<file path="src/rtl/title_anim_ctrl.sv">
// Title animation controller.
// Tracks the frame boundary on the video timing counters and runs a small
// STATIC/SCROLL/BLINK state machine. It moves the title x-origin back and
// forth, or blinks the title. The renderer-facing outputs only change on
// frame_tick, so the renderer never sees a torn title.
// Optional feature macro: TITLE_COLOR_ROT_EN. When defined, color_rot
// advances on every animation step. When undefined, color_rot is tied to 0.
//
// state      | meaning
// -----------+------------------------------------------------------------
// ST_STATIC  | title parked at X_HOME, always visible, no steps
// ST_SCROLL  | x_base bounces between X_MIN and X_MAX, STEP px per step
// ST_BLINK   | x_base held, title_vis toggles on every step
module title_anim_ctrl #(
    parameter int X_HOME      = 320,
    parameter int X_MIN       = 0,
    parameter int X_MAX       = 500,
    parameter int STEP        = 4,
    parameter int FRAME_DIV   = 4,
    parameter int COMMIT_LINE = 600
) (
    input  logic        PixelClk,
    input  logic        RST,
    input  logic [15:0] PixelCount,
    input  logic [15:0] LineCount,
    input  logic        anim_en,
    input  logic        mode_req_valid,
    input  logic [1:0]  mode_req,
    output logic        mode_req_ready,
    output logic [15:0] x_base,
    output logic [2:0]  color_rot,
    output logic        title_vis,
    output logic        frame_tick
);

    localparam logic [1:0]  ST_STATIC  = 2'd0;
    localparam logic [1:0]  ST_SCROLL  = 2'd1;
    localparam logic [1:0]  ST_BLINK   = 2'd2;
    localparam logic [1:0]  MODE_RSVD  = 2'd3;

    localparam logic [15:0] X_HOME_V   = 16'(X_HOME);
    localparam logic [15:0] X_MIN_V    = 16'(X_MIN);
    localparam logic [15:0] X_MAX_V    = 16'(X_MAX);
    localparam logic [15:0] X_STEP_V   = 16'(STEP);
    localparam logic [16:0] X_MIN_W    = 17'(X_MIN);
    localparam logic [16:0] X_MAX_W    = 17'(X_MAX);
    localparam logic [16:0] X_STEP_W   = 17'(STEP);
    localparam logic [7:0]  FDIV_LAST  = 8'(FRAME_DIV - 1);
    localparam logic [15:0] COMMIT_V   = 16'(COMMIT_LINE);

    logic [1:0]  state;
    logic        dir_left;
    logic [7:0]  frame_cnt;
    logic        pending;
    logic [1:0]  pend_mode;
    logic        boundary;
    logic        commit;
    logic [15:0] x_next;
    logic        dir_next;

    assign boundary       = (PixelCount == 16'd0) && (LineCount == COMMIT_V);
    assign commit         = frame_tick && pending;
    assign mode_req_ready = ~pending;

    // Register the boundary detect so frame_tick is a clean one-cycle pulse.
    always_ff @(posedge PixelClk) begin
        if (RST) begin
            frame_tick <= 1'b0;
        end else begin
            frame_tick <= boundary;
        end
    end

    // Mode-change handshake: hold one request until the next frame boundary.
    always_ff @(posedge PixelClk) begin
        if (RST) begin
            pending   <= 1'b0;
            pend_mode <= ST_STATIC;
        end else if (commit) begin
            pending <= 1'b0;
        end else if (mode_req_valid && !pending) begin
            pending   <= 1'b1;
            pend_mode <= mode_req;
        end
    end

    // Next scroll position; the compares run in 17 bits so nothing wraps
    // past 0 or 0xFFFF.
    always_comb begin
        x_next   = x_base;
        dir_next = dir_left;
        if (!dir_left) begin
            if (({1'b0, x_base} + X_STEP_W) >= X_MAX_W) begin
                x_next   = X_MAX_V;
                dir_next = 1'b1;
            end else begin
                x_next = x_base + X_STEP_V;
            end
        end else begin
            if ({1'b0, x_base} <= (X_MIN_W + X_STEP_W)) begin
                x_next   = X_MIN_V;
                dir_next = 1'b0;
            end else begin
                x_next = x_base - X_STEP_V;
            end
        end
    end

    // Mode commit and animation stepping, evaluated only on frame_tick.
    always_ff @(posedge PixelClk) begin
        if (RST) begin
            state     <= ST_STATIC;
            x_base    <= X_HOME_V;
            dir_left  <= 1'b0;
            title_vis <= 1'b1;
            frame_cnt <= 8'd0;
        end else if (commit) begin
            if (pend_mode != MODE_RSVD) begin
                state     <= pend_mode;
                frame_cnt <= 8'd0;
                title_vis <= 1'b1;
                if (pend_mode == ST_STATIC) begin
                    x_base <= X_HOME_V;
                end
            end
        end else if (frame_tick) begin
            if (!anim_en) begin
                title_vis <= 1'b1;
            end else if (state != ST_STATIC) begin
                if (frame_cnt == FDIV_LAST) begin
                    frame_cnt <= 8'd0;
                    if (state == ST_SCROLL) begin
                        x_base   <= x_next;
                        dir_left <= dir_next;
                    end else if (state == ST_BLINK) begin
                        title_vis <= ~title_vis;
                    end
                end else begin
                    frame_cnt <= frame_cnt + 8'd1;
                end
            end
        end
    end

`ifdef TITLE_COLOR_ROT_EN
    logic step;

    assign step = frame_tick && !pending && anim_en && (state != ST_STATIC)
                  && (frame_cnt == FDIV_LAST);

    // Per-character color rotation, advancing 0..4 on every animation step.
    always_ff @(posedge PixelClk) begin
        if (RST) begin
            color_rot <= 3'd0;
        end else if (step) begin
            color_rot <= (color_rot == 3'd4) ? 3'd0 : color_rot + 3'd1;
        end
    end
`else
    assign color_rot = 3'd0;
`endif

endmodule

</file>
<file path="config.mk">
export PLATFORM = sky130hd
export DESIGN_NAME = title_anim_ctrl
export DESIGN_NICKNAME = d
export VERILOG_FILES = /design/src/rtl/title_anim_ctrl.sv
export SDC_FILE = /design/constraint.sdc
export NUM_CORES = 1
export LEC_CHECK = 0
export ABC_AREA = 1
export BUFFER_PORTS_ARGS = -buffer_cell sky130_fd_sc_hd__buf_2
export CAP_MARGIN = 0
export CORE_MARGIN = 3
export CORE_UTILIZATION = 50
export DETAILED_ROUTE_END_ITERATION = 8
export PLACE_DENSITY_LB_ADDON = 0.12
export SLEW_MARGIN = 20
export SYNTH_ARGS = -nofsm -noshare
export SYNTH_HDL_FRONTEND = slang
export SYNTH_SLANG_ARGS = --single-unit
</file>
<file path="constraint.sdc">
create_clock -name PixelClk -period 5.3 [get_ports PixelClk]
set_input_delay 0.53 -clock PixelClk [delete_from_list [all_inputs] [get_ports PixelClk]]
set_output_delay 0.53 -clock PixelClk [all_outputs]
set_load 0.01 [all_outputs]
</file>
==> results_dict.tcl, run 1 <==
set metrics [dict create \
    worst_ep_required_time_ns 5.51 \
    grt_use_total 0.2175 \
    critPathMaxFanout 9 \
    fin_crit_sh 0.3821 \
    finalHoldViolations 0 \
    synth_edf_count 0 \
    yosys.area.top_type "dfxtp_1" \
    max-cap-violations 0 \
    cts_sinks 30 \
    p_per_area_nw_per_um2 167.5 \
    comb_power_share 0.059 \
    first_iter_violations 271 \
    fin_crit_ns 2.025 \
    async_reset_ff_frac 0 \
    antenna_found_initial 0 \
    fin_nets 446 \
    vias 2339 \
    ys_top_cells_by_area "dfxtp_1 (27%), nand2_1 (15%), inv_1 (7.5%)" \
    dp.cells 446 \
    synth_seq_cells 30 \
    synth.most_common_cell "nand2_1" \
    ant_nets 0 \
    finalMaxSlewViolations 0 \
    syn_area_um2 2242 \
    p_leak_nw 1.205 \
    setup_tns_ns 0 \
    port_buffers 54 \
    drt_pass1_iterations 4 \
    fill_cells 398 \
    cp_data_arrival_time_ns 2.23 \
    core-area_um2 4173 \
    stdcell_count 453 \
    setup_violations 0 \
    synth_common_cells "nand2_1 (91), inv_1 (45), nor2_1 (34)" \
    fmax_mhz 493.8 \
    hpwlAfterDp_mm 4.249 \
    yosysUniqueCellTypes 37 \
    clkPwrFrac 0.405 \
    hold_buffers 0 \
    hold_path.class "in2reg" \
    critPathCaptureType "flop" \
    tritoncts "built" \
    cts_buffers 5 \
    viasPerCell 5.163 \
    area_growth_pct 13.56 \
    dieArea_um2 5324 \
    ys_seq_area_frac 0.2679 \
    overflow 0 \
    rows 23 \
    cts_htree_levels 2 \
    synth_top_cell_area_share 0.2679 \
    swShare 0.2318 \
    first_global_vias 2148 \
    p_int_mw 0.3276 \
    wl_per_cell_um 12.03 \
    grt_setup_unrepaired "no" \
    fp.dieH_um 72.97 \
    clkTransAtPathRegs_ns 0.07 \
    cts_root_buffer "clkbuf_8" \
    cts-resized-gates 0 \
    cts_setup_buffers 0 \
    clockBufferDepth 2 \
    clock_latency_ns 0.28 \
    drt_wl_total_mm 5.448 \
    switchingPower_mw 0.09884 \
    avgSynthCellArea_um2 6.334 \
    grt_max_degree 23 \
    ioPinCount 60 \
    peakVddDrop_mv 0.2285 \
    yosys_warnings 0 \
    die_w_um 72.97 \
    grt_pass1_wl_mm 9.287 \
    synthCells 354 \
    initial_core_util 0.5373 \
    power_mw 0.4265 \
    place_congestion 0.9686 \
    critical_path_class "reg2reg" \
    critPathLaunchType "flop" \
    pwr-share-seq 0.536 \
    drc 0 \
    synth-main-ff-cell "dfxtp_1" \
    fin_skew_ns 0.005248 \
    status "complete, no violations" \
    drive_gt1_frac 0.1935 \
    num_antenna_cells 0 \
]
[state kept, by name, indices dropped and copies added (netlist names)]
name,count
frame_tick,1
pending,1
frame_cnt,8
dir_left,1
title_vis,1
state,2
x_base,14
pend_mode,2
[final timing paths]
path	start	to	slack, ns	cells after the start
min	mode_req[1]	pend_mode[1]$_SDFFE_PP0P_	0.49	3
min reg2reg	title_vis$_SDFFE_PP1P_	title_vis$_SDFFE_PP1P_	0.50	2
max reg2reg	x_base[2]$_SDFFE_PP0P_	x_base[5]$_SDFFE_PP0P_	3.27	13
max	x_base[2]$_SDFFE_PP0P_	x_base[5]$_SDFFE_PP0P_	3.27	13
[cells in the final DEF (no fill, tap or decap), types with 2 or more instances in the layout]
master,instances
nand2_1,91
buf_2,54
inv_1,45
nor2_1,34
dfxtp_1,30
a21oi_1,27
nand3_1,22
o21ai_0,15
nand4_1,10
xor2_1,8
nor3_1,6
nor2_2,5
a211oi_1,5
ha_1,5
conb_1,5
clkbuf_8,5
nand3_2,4
nor4_1,3
o21ai_1,3
inv_2,2
o211ai_1,2
nor4b_1,2
or4_1,2
o31ai_1,2
nand3b_1,2
nand2_2,2
nor2_4,2
and3_1,2
clkinv_2,2
[per-stage QoR]
stage | worst slack (ns) | hold slack, ns | instance area, um^2 | utilization
4_1_cts | 3.276 | 0.4739 | 2546 | 0.6102
3_5_place_dp | 3.291 | 0.4858 | 2467 | 0.5913
5_1_grt | 2.994 | 0.5097 | 2546 | 0.6102
2_1_floorplan | 3.462 | 0.4608 | 2257 | -
6_report | 3.275 | 0.4852 | 2546 | 0.6102
3_3_place_gp | 3.326 | 0.4754 | 2467 | 0.5913
[routing by layer]
| layer | up-vias | share of wire | global-route usage |
|---|---|---|---|
| li1 | 1237 | - | - |
| met1 | 1032 | 0.45 | 0.2740 |
| met2 | 64 | 0.49 | 0.3667 |
| met3 | 6 | 0.053 | 0.04270 |
| met4 | 0 | 0.010 | 0.07992 |
| met5 | - | 0 | 0 |
[power groups by stage]
stage | Combinational, mW | Sequential, mW | Clock, mW
floorplan | 0.0127 | 0.233 | 0
global placement | 0.0245 | 0.233 | 0
detailed placement | 0.0251 | 0.233 | 0
CTS | 0.0251 | 0.228 | 0.176
global route | 0.0283 | 0.229 | 0.186
finish | 0.0251 | 0.229 | 0.173
[worst max-delay path, stage by stage (launching register included)]
cell,delay [ns]
dfxtp_1,0.49
inv_1,0.14
ha_1,0.27
nor2_1,0.11
nor2_1,0.05
nand4_1,0.12
nand2_1,0.18
inv_2,0.17
nand2_1,0.06
o21ai_1,0.08
inv_1,0.05
nand2_1,0.06
nand2_1,0.05
a21oi_1,0.13
[logic make-up (layout without fill, tap and decap cells)]
family,count (synthesis),count (layout),synth area share
XOR/XNOR,9,9,0.03516
AND/OR/NAND/NOR,191,191,0.3990
adder cells (fa/ha/maj),5,5,0.02790
AO/OA/AOI/OAI,55,55,0.1350
buffers and inverters,63,108,0.1334
flip-flops,30,30,0.2679
other,1,5,0.001673
[layout make-up]
cell class	instances	area, um^2	share of cell area
clock buffers	5	68.82	0.02703
inverters	47	176.4	0.06929
well taps	50	62.56	0.02457
clock inverters	2	10.01	0.003931
repair buffers	54	270.3	0.1061
multi-input cells	265	1358	0.5332
flip-flops and latches	30	600.6	0.2359
Note: power is estimated with default switching activity, not from simulation.
==> run 2, diff against run 1 <==
Settings changed: ABC_AREA 1 to 0, CORE_UTILIZATION 50 to 47.
Clock period 5.3 ns to 1.6 ns, I/O delays scaled along.
==> run 2 against run 1 <==
Effect of this change: cell count is the same; via count is 13% higher; highest routed layer unchanged; the flow now finishes with violations (negative setup slack); utilization rose by 18 points; largest power group unchanged; critical path type unchanged; wire length up 27%.
==> results_dict.tcl, run 2 <==
set metrics [dict create \
    dp.cells 441 \
    port_buffers 54 \
    stdcell_count 453 \
    setup_violations 24 \
    drt_wl_total_mm 6.910 \
    syn_area_um2 2150 \
    synth_edf_count 0 \
    rows 23 \
    violations "negative setup slack" \
    crit_path_max_incr_delay_ns 0.57 \
    worst_ep_required_time_ns 1.76 \
    status "finished with violations" \
    p_leak_nw 1.375 \
    cp_cell_sequence "or3_2, or4_4, and2_4, a2111o_1, o21ai_1, a221oi_1" \
    hold_path.class "in2reg" \
    cts_root_buffer "clkbuf_8" \
    synth_common_cells "nor2_1 (31), dfxtp_1 (30), a21oi_1 (23)" \
    synth_top_cell_area_share 0.2794 \
    finalHoldViolations 0 \
    synth_seq_cells 30 \
    fin_skew_ns 0.01024 \
    cts_sinks 30 \
    largest_register "x_base" \
    min_to "frame_tick$_SDFF_PP0_" \
    finalMaxSlewViolations 0 \
    yosys.area.top_type "dfxtp_1" \
    clock_latency_ns 0.29 \
    first_global_vias 2505 \
    p_per_area_nw_per_um2 454.5 \
    grt_setup_unrepaired "yes" \
    reg_top3 "x_base: 14 flops, frame_cnt: 8 flops" \
    peakVddDrop_mv 0.5044 \
    pwr-share-seq 0.497 \
    multi_input_area_um2 1620 \
    place_congestion 0.8692 \
    fin_crit_sh 1.372 \
    cp_slowest_cell "or4_4" \
    drc 0 \
    layout_common_cells "buf_4 (74), buf_2 (54), nor2_1 (28)" \
    grt_use_total 0.2604 \
    fmax_mhz 455.4 \
    grt_pass1_wl_mm 11.14 \
    final_common_cell "buf_4" \
    fill_cells 291 \
    largest_register_ffs 14 \
    synth-main-ff-cell "dfxtp_1" \
    yosys_warnings 0 \
    p_int_mw 1.148 \
    swShare 0.2391 \
    area_growth_pct 54.42 \
    fp.dieH_um 73.63 \
    fin_nets 445 \
    dieArea_um2 5421 \
    grt_max_degree 18 \
    vias 2654 \
    drt_pass1_iterations 4 \
    power_mw 1.509 \
    ys_top_cells_by_area "dfxtp_1 (28%), nor2_1 (5.4%), a21oi_1 (5.4%)" \
    cts_htree_levels 2 \
    switchingPower_mw 0.3607 \
    min-delay-start "LineCount[2]" \
    critical_path_class "reg2reg" \
    synth.most_common_cell "nor2_1" \
    yosysUniqueCellTypes 63 \
    critPathMaxFanout 4 \
    clkTransAtPathRegs_ns 0.07 \
    max-cap-violations 0 \
    comb_power_share 0.069 \
    hold-worst-slack_ns 0.1083 \
    regToRegStartpoint "frame_cnt[2]$_SDFFE_PP0P_" \
    num_antenna_cells 0 \
    overflow 0 \
    cp_data_arrival_time_ns 2.36 \
    async_reset_ff_frac 0 \
    rr_endpoint "x_base[7]$_SDFFE_PP0P_" \
    dp_slack_ns -0.6379 \
    wl_per_cell_um 15.25 \
    ant_nets 0 \
    clockBufferDepth 2 \
    critPathCaptureType "flop" \
    core-area_um2 4202 \
    reg2reg_slack_ns -0.60 \
    ys_seq_area_frac 0.2794 \
    synthCells 279 \
    cts_buffers 5 \
    min_path_cells 3 \
    die_w_um 73.63 \
    viasPerCell 5.859 \
    seq_area_um2 614.3 \
    avgSynthCellArea_um2 7.705 \
    post-route-util 0.7901 \
    drive_gt1_frac 0.4888 \
    initial_core_util 0.5116 \
    fin_crit_ns 2.196 \
    setup_ws_ns -0.5957 \
    tritoncts "built" \
    first_iter_violations 153 \
    reg2regPathDepth 6 \
    antenna_found_initial 0 \
    critPathLaunchType "flop" \
    hpwlAfterDp_mm 4.951 \
    clkPwrFrac 0.433 \
    ioPinCount 60 \
]
==> run 2: cell count changes in the layout (fill, tap and decap cells not counted), sizes merged, moves of 9 or more <==
| cell | before | now |
|---|---|---|
| nor3 | 6 | 16 |
| buf | 54 | 134 |
| inv | 47 | 7 |
| nand3 | 26 | 10 |
| nand2 | 94 | 13 |
| nor2 | 41 | 32 |
==> run 2: cells by family after synthesis <==
logic type / Yosys count / synth area share
other: 1 / 0.001745
XOR/XNOR: 5 / 0.02037
AO/OA/AOI/OAI: 78 / 0.2445
adder cells (fa/ha/maj): 5 / 0.02910
AND/OR/NAND/NOR: 127 / 0.3300
flip-flops: 30 / 0.2794
buffers and inverters: 30 / 0.08090
multiplexers: 3 / 0.01397
==> run 2: metal layers <==
metal | wire length (um) | vias up | GRT usage
met5 | 0 | - | 0
met4 | 132 | 0 | 0.07847
met3 | 370 | 16 | 0.04925
met2 | 3579 | 92 | 0.4715
met1 | 2827 | 1256 | 0.3072
li1 | - | 1290 | -
==> run 2: timing repair <==
action                                  4_1_cts  5_1_grt
pin swaps                                     9       16
setup buffers                                 2        2
hold buffers                                  0        0
gates resized for setup                      22       37
endpoints found under the setup margin       24       24
==> run 2: cell type report <==
cell class	count	share of cell area
clock buffer	6	0.02488
clock inverter	2	0.003769
inverter	8	0.009046
multi-input combinational	223	0.4881
sequential	30	0.1851
tap	50	0.01885
timing repair buffer	134	0.2703
==> run 2: stage by stage <==
| step | area [um^2] | TNS (ns) |
|---|---|---|
| 6_report | 3319 | -9.764 |
| 5_1_grt | 3319 | -11.55 |
| 3_5_place_dp | 2967 | -9.778 |
| 4_1_cts | 3149 | -9.799 |
| 2_1_floorplan | 2218 | -7.536 |
| 3_3_place_gp | 2967 | -9.076 |
==> run 2: how the worst max path moves through the flow <==
stage	depth (start not counted)	end	start	slack (ns)
2_1_floorplan	7	x_base[15]$_SDFFE_PP0P_	frame_cnt[1]$_SDFFE_PP0P_	-0.58
3_3_place_gp	7	x_base[13]$_SDFFE_PP0P_	frame_cnt[1]$_SDFFE_PP0P_	-0.61
3_5_place_dp	7	x_base[13]$_SDFFE_PP0P_	frame_cnt[1]$_SDFFE_PP0P_	-0.64
4_1_cts	7	x_base[13]$_SDFFE_PP0P_	frame_cnt[1]$_SDFFE_PP0P_	-0.59
5_1_grt	7	x_base[13]$_SDFFE_PP0P_	frame_cnt[1]$_SDFFE_PP0P_	-0.67
6_report	6	x_base[7]$_SDFFE_PP0P_	frame_cnt[2]$_SDFFE_PP0P_	-0.60
==> run 2: power groups by stage <==
stage               Combinational [mW]  Sequential (mW)  Clock, mW
floorplan                       0.0456            0.773          0
CTS                              0.102            0.752      0.662
finish                           0.105            0.750      0.654
detailed placement               0.101            0.769          0
global route                     0.116            0.750      0.690
global placement                0.0994            0.769          0
==> run 2: worst max-delay path: cells and delay by family (launching register included) <==
kind	cells	cell delay, ns
flops	1	0.31
simple gates	3	1.28
compound gates	3	0.48
